File: src/rtl/data_mem_access_pkg.sv
// Shared encodings for the data-memory access path: load types, store
// byte-enable patterns, and the alignment rule applied at request time.
package data_mem_access_pkg;

  localparam logic [2:0] LT_NOREGWRITE = 3'd0;
  localparam logic [2:0] LT_LB         = 3'd1;
  localparam logic [2:0] LT_LH         = 3'd2;
  localparam logic [2:0] LT_LW         = 3'd3;
  localparam logic [2:0] LT_LBU        = 3'd4;
  localparam logic [2:0] LT_LHU        = 3'd5;

  localparam logic [3:0] BE_NONE = 4'b0000;
  localparam logic [3:0] BE_SB   = 4'b0001;
  localparam logic [3:0] BE_SH   = 4'b0011;
  localparam logic [3:0] BE_SW   = 4'b1111;

  // Stores win over the load type when any byte enable is set.
  function automatic logic is_misaligned(input logic [3:0] be,
                                         input logic [2:0] lt,
                                         input logic [1:0] lo);
    logic mis;
    if (be != BE_NONE)
      mis = ((be == BE_SH) && lo[0]) || ((be == BE_SW) && (lo != 2'b00));
    else
      mis = (((lt == LT_LH) || (lt == LT_LHU)) && lo[0]) ||
            ((lt == LT_LW) && (lo != 2'b00));
    return mis;
  endfunction

endpackage

File: src/rtl/data_mem_access_store_align.sv
// Combinational store lane alignment: shifts byte enables and right-aligned
// store data into the byte lanes selected by the low address bits.
module store_align (
  input  logic [3:0]  be_in,
  input  logic [1:0]  addr_lo,
  input  logic [31:0] wdata_in,
  output logic [3:0]  be_out,
  output logic [31:0] wdata_out
);

  // Lane shift by addr[1:0] bytes; bits shifted past the word are dropped.
  always_comb begin
    be_out    = be_in << addr_lo;
    wdata_out = wdata_in << {addr_lo, 3'b000};
  end

endmodule

File: src/rtl/data_mem_access.sv
// MEM-stage data memory access controller. Accepts one load/store, issues a
// single word-aligned memory request held until acknowledge, and presents the
// raw read word to the downstream extend stage for one cycle.
// Optional: MISALIGN_TRAP_EN makes misaligned accesses skip the memory and
// pulse misalign_err instead.
module data_mem_access #(
  parameter int unsigned ADDR_W = 32
) (
  input  logic              clk,
  input  logic              rst,
  input  logic              req_valid,
  input  logic [3:0]        req_mem_write,
  input  logic [2:0]        req_load_type,
  input  logic [ADDR_W-1:0] req_addr,
  input  logic [31:0]       req_wdata,
  output logic              stall,
  output logic              mem_req,
  output logic [3:0]        mem_we,
  output logic [ADDR_W-1:0] mem_addr,
  output logic [31:0]       mem_wdata,
  input  logic              mem_ack,
  input  logic [31:0]       mem_rdata,
  output logic              rd_valid,
  output logic [31:0]       rd_data,
  output logic [1:0]        rd_addr_lo,
  output logic [2:0]        rd_load_type,
  output logic              misalign_err
);

  import data_mem_access_pkg::*;

  typedef enum logic [1:0] {S_IDLE, S_BUSY, S_DONE} state_t;

  state_t            state_q, state_d;
  logic [3:0]        be_q, be_d;
  logic [2:0]        lt_q, lt_d;
  logic [ADDR_W-1:0] addr_q, addr_d;
  logic [31:0]       wdata_q, wdata_d;
  logic [31:0]       rd_data_q, rd_data_d;
  logic [1:0]        rd_addr_lo_q, rd_addr_lo_d;
  logic [2:0]        rd_load_type_q, rd_load_type_d;
`ifdef MISALIGN_TRAP_EN
  logic              mis_q, mis_d;
`endif

  logic [3:0]  be_shift;
  logic [31:0] wdata_shift;

  store_align u_store_align (
    .be_in     (be_q),
    .addr_lo   (addr_q[1:0]),
    .wdata_in  (wdata_q),
    .be_out    (be_shift),
    .wdata_out (wdata_shift)
  );

  // Next-state and output decode for the IDLE/BUSY/DONE access sequence.
  always_comb begin
    state_d        = state_q;
    be_d           = be_q;
    lt_d           = lt_q;
    addr_d         = addr_q;
    wdata_d        = wdata_q;
    rd_data_d      = rd_data_q;
    rd_addr_lo_d   = rd_addr_lo_q;
    rd_load_type_d = rd_load_type_q;
`ifdef MISALIGN_TRAP_EN
    mis_d          = mis_q;
`endif
    stall          = 1'b0;
    mem_req        = 1'b0;
    mem_we         = '0;
    mem_addr       = {addr_q[ADDR_W-1:2], 2'b00};
    mem_wdata      = wdata_shift;
    rd_valid       = 1'b0;
    misalign_err   = 1'b0;

    case (state_q)
      S_IDLE: begin
        if (req_valid) begin
          stall   = 1'b1;
          be_d    = req_mem_write;
          lt_d    = req_load_type;
          addr_d  = req_addr;
          wdata_d = req_wdata;
`ifdef MISALIGN_TRAP_EN
          mis_d   = is_misaligned(req_mem_write, req_load_type, req_addr[1:0]);
          state_d = mis_d ? S_DONE : S_BUSY;
`else
          state_d = S_BUSY;
`endif
        end
      end
      S_BUSY: begin
        stall   = 1'b1;
        mem_req = 1'b1;
        mem_we  = (be_q != BE_NONE) ? be_shift : '0;
        if (mem_ack) begin
          state_d = S_DONE;
          // Result registers change only when a load completes, so they hold
          // across stores and new captures.
          if (be_q == BE_NONE) begin
            rd_data_d      = mem_rdata;
            rd_addr_lo_d   = addr_q[1:0];
            rd_load_type_d = lt_q;
          end
        end
      end
      S_DONE: begin
        state_d = S_IDLE;
`ifdef MISALIGN_TRAP_EN
        misalign_err = mis_q;
        rd_valid     = (be_q == BE_NONE) && !mis_q;
`else
        rd_valid     = (be_q == BE_NONE);
`endif
      end
      default: state_d = S_IDLE;
    endcase

    rd_data      = rd_data_q;
    rd_addr_lo   = rd_addr_lo_q;
    rd_load_type = rd_load_type_q;
  end

  // State and captured-field registers with synchronous reset.
  always_ff @(posedge clk) begin
    if (rst) begin
      state_q        <= S_IDLE;
      be_q           <= '0;
      lt_q           <= LT_NOREGWRITE;
      addr_q         <= '0;
      wdata_q        <= '0;
      rd_data_q      <= '0;
      rd_addr_lo_q   <= '0;
      rd_load_type_q <= LT_NOREGWRITE;
`ifdef MISALIGN_TRAP_EN
      mis_q          <= 1'b0;
`endif
    end else begin
      state_q        <= state_d;
      be_q           <= be_d;
      lt_q           <= lt_d;
      addr_q         <= addr_d;
      wdata_q        <= wdata_d;
      rd_data_q      <= rd_data_d;
      rd_addr_lo_q   <= rd_addr_lo_d;
      rd_load_type_q <= rd_load_type_d;
`ifdef MISALIGN_TRAP_EN
      mis_q          <= mis_d;
`endif
    end
  end

endmodule

File: config.mk
export PLATFORM = sky130hd
export DESIGN_NAME = data_mem_access
export DESIGN_NICKNAME = d
export VERILOG_FILES = /design/src/rtl/data_mem_access_pkg.sv /design/src/rtl/data_mem_access_store_align.sv /design/src/rtl/data_mem_access.sv
export SDC_FILE = /design/constraint.sdc
export NUM_CORES = 1
export LEC_CHECK = 0
export BUFFER_PORTS_ARGS = -buffer_cell sky130_fd_sc_hd__buf_2
export CAP_MARGIN = 20
export CORE_ASPECT_RATIO = 0.5
export CORE_MARGIN = 5
export CORE_UTILIZATION = 30
export CTS_BUF_LIST = sky130_fd_sc_hd__clkbuf_2
export CTS_CLUSTER_SIZE = 30
export DETAILED_ROUTE_END_ITERATION = 8
export GPL_ROUTABILITY_DRIVEN = 1
export SYNTH_ARGS = -nofsm -noshare
export SYNTH_HDL_FRONTEND = slang
export SYNTH_HIERARCHICAL = 1
export SYNTH_SLANG_ARGS = --single-unit
export TNS_END_PERCENT = 30
File: constraint.sdc
create_clock -name clk -period 1.35 [get_ports clk]
set_input_delay 0.0675 -clock clk [delete_from_list [all_inputs] [get_ports clk]]
set_output_delay 0.0675 -clock clk [all_outputs]
set_load 0.01 [all_outputs]
==> key figures <==
Detailed routing
  – WL/cell: 15.13 um
  – Met1 WL: 7060 um
  – DR vias/cell: 4.528
  – Via count: 5139
  – # DRC: 0
  – Met2 WL: 8930 um
  – DRT Wirelength: 17170 um
  – 1st-iter DRT viols: 195
  – Final ANT Viol Nets: 0
  – First-pass iteration count of the detailed router: 5
  – Max Used Layer: met4
  – Met3 WL: 702 um

Critical path
  – Crit. End Element: output pin
  – CP required: 1.28 ns
  – WP data arrival: 1.78 ns
  – Critical path's top delay family: simple AND/OR/NAND/NOR gates
  – Buffers & Inverters on Critical Path: 2
  – Worst setup SP type: flip-flop
  – Slowest cell on crit path: dfxtp_2
  – Worst path cell trace: nor4_4 > buf_4 > nor2_4 > and2_4 > buf_6
  – Crit Path Class: flip-flop to output pin
  – Critical-path maximum fanout: 4
  – CP max stage delay: 0.41 ns

Clock tree
  – Worst-Skew Late Latency: 0.59 ns
  – CTS Sinks: 110
  – CTS buffer count: 9
  – CTS tree: built
  – Clk buf depth: 2
  – CTS root buf: clkbuf_2
  – H-tree lvl count: 3
  – Worst-path clk slew: 0.31 ns

Place
  – Port bufs: 212
  – Placer Congestion: 0.8166
  – Placed cell count: 985
  – Placed cell area: 0.006255 mm^2
  – Estimated wirelength of the detail-placed design: 10670 um

Synthesis
  – Post-synth top area cell: dfxtp_1
  – Sequential fraction of the synthesis area: 42.57%
  – Async set-reset flop share out of synthesis: 0%
  – Synth top cells by count: nand2_1 (144), dfxtp_1 (110), nand2b_1 (74)
  – Syn avg cell area: 8.723 um^2
  – Ys Warns: 6
  – Largest cells by area after synthesis: dfxtp_1 (43%), mux2i_1 (14%), nand2_1 (10%), nand2b_1 (9.0%), a21oi_1 (6.9%)
  – Cell Area, Synth: 0.005172 mm^2
  – Yosys top cell area share: 42.57%
  – EDFF count, synth: 0
  – Distinct cells, synth: 24
  – Most frequent cell after synthesis: nand2_1
  – Cells after synthesis: 593
  – Register bit total from synthesis: 110
  – Main synth FF type: dfxtp_1

Die
  – Die Ht: 102.9 um
  – Die W: 195.7 um
  – Core Box Area: 0.01664 mm^2
  – Overall die area: 0.02013 mm^2
  – Row count: 33
  – Starting density of the core: 31.09%
  – Ports: 216

Outcome
  – Failing checks: setup timing
  – Outcome: finished with violations

STA
  – Final Max Slew Viols: 0
  – Final setup viols: 147
  – Period utilization: 137.0%
  – Final hold slack: 0.2010 ns
  – RSZ-0062 raised after global routing: true
  – Final Skew: 0.03544 ns
  – Achievable frequency: 0.5408 GHz
  – Tmin final: 1.849 ns
  – Final worst slack: -0.4991 ns
  – Final hold violation count: 0

Layout
  – Diodes inserted: 0
  – Layout cells sized above 1: 38.22%
  – Non-Filler Instances: 1135
  – P&R area growth vs syn: 59.60%
  – Nets: 1010
  – Post-route cell area: 0.008255 mm^2

Power
  – Pleak: 3.545 nW
  – Peak supply drop: 493.8 uV
  – P per Cell Area: 880.4 mW/mm^2

Flow run
  – Number of max-cap violations: 0

Global routing
  – Largest net degree at the start of global routing: 49
  – Vias in the first global route: 5136
  – Tot GR Track Use: 15.72%
  – Total grt overflow: 0
  – First-pass GRT wire length: 25650 um
  – Initial antenna violation count: 0

Min path
  – Min-delay worst type: input port to flip-flop
## repair_timing
action | 4_1_cts | 5_1_grt
buffers inserted | 4 | 7
resized for setup | 51 | 66
endpoints found under the setup margin | 96 | 136
hold endpoints to repair | 110 | 0
hold buffers | 117 | 0
gates cloned | 3 | 4
pin swaps | 4 | 8
## worst paths after layout
kind | from | end | slack [ns] | cells after the start
max | be_q[3]$_SDFFE_PP0P_ | mem_we[3] | -0.50 | 5
min | req_wdata[23] | wdata_q[23]$_SDFFE_PP0P_ | 0.20 | 4
max reg2reg | be_q[3]$_SDFFE_PP0P_ | rd_data[13]$_SDFFE_PP0P_ | -0.19 | 5
min reg2reg | addr_q[31]$_SDFFE_PP0P_ | addr_q[31]$_SDFFE_PP0P_ | 0.47 | 2
## power by group
group	total [W]	leakage (nW)	internal, W	switching (W)
clock network	0.00189	0.0933	0.000789	0.00110
registers	0.00357	0.903	0.00343	0.000141
logic	0.00181	2.55	0.000984	0.000825
total	0.00727	3.55	0.00520	0.00206
## final cells by class
| class | instances | area (um^2) |
|---|---|---|
| multi-input cells | 408 | 2705 |
| fillers | 1471 | 8384 |
| repair buffers | 373 | 2887 |
| inverters | 1 | 3.754 |
| clock buffers | 9 | 45.04 |
| clock inverters | 7 | 112.6 |
| well taps | 227 | 284.0 |
| flip-flops and latches | 110 | 2218 |
## layout by cell type, fill, tap and decap left out, types with 4 or more instances in the layout
| cell type | instances |
|---|---|
| buf_2 | 204 |
| nand2_1 | 142 |
| dlygate4sd3_1 | 117 |
| dfxtp_1 | 101 |
| nand2b_1 | 74 |
| mux2i_1 | 62 |
| a21oi_1 | 39 |
| a21oi_2 | 32 |
| buf_6 | 21 |
| buf_4 | 15 |
| buf_12 | 10 |
| nor2_1 | 9 |
| clkbuf_2 | 9 |
| and2_1 | 9 |
| dfxtp_2 | 7 |
| mux2i_4 | 6 |
| o2bb2ai_2 | 6 |
| mux2i_2 | 5 |
| and2_4 | 4 |
## layer usage
metal	up-vias	GRT usage (%)
li1	2508	-
met1	2456	17.63
met2	134	30.65
met3	41	2.938
met4	0	5.040
met5	-	0
## sequential cells by signal, indices dropped and copies added (netlist names)
register and flops:
addr_q 32, wdata_q 32, rd_data 32, rd_load_type 3
rd_addr_lo 2, lt_q 3, be_q 4, state_q 2
## worst reg2reg max path, delay by kind of cell (launching register included)
family	cells	cell delay [ns]
and+or+nand+nor	2	0.51
DFF	1	0.41
buffers and inverters	2	0.33
muxes	1	0.22
## logic make-up (layout without fill, tap and decap cells)
family / Yosys count / after routing / share of synthesized area, %
AOI/OAI and AO/OA: 81 / 81 / 8.491
buffers and inverters: 77 / 390 / 11.30
DFF: 110 / 110 / 42.57
muxes: 73 / 73 / 14.13
other: 1 / 3 / 0.07250
and+or+nand+nor: 251 / 251 / 23.44
## stage by stage
step | util, % | setup slack [ns] | TNS [ns] | power, W
2_1_floorplan | - | 0.01473 | 0 | 0.004406
3_3_place_gp | 37.59 | -0.01901 | -0.2019 | 0.004811
3_5_place_dp | 37.59 | -0.04781 | -1.176 | 0.004836
4_1_cts | 47.47 | -0.5501 | -18.10 | 0.007186
5_1_grt | 49.61 | -0.6028 | -38.36 | 0.007640
6_report | 49.61 | -0.4991 | -26.55 | 0.007268
No activity file was read; power rests on OpenSTA's default activity.
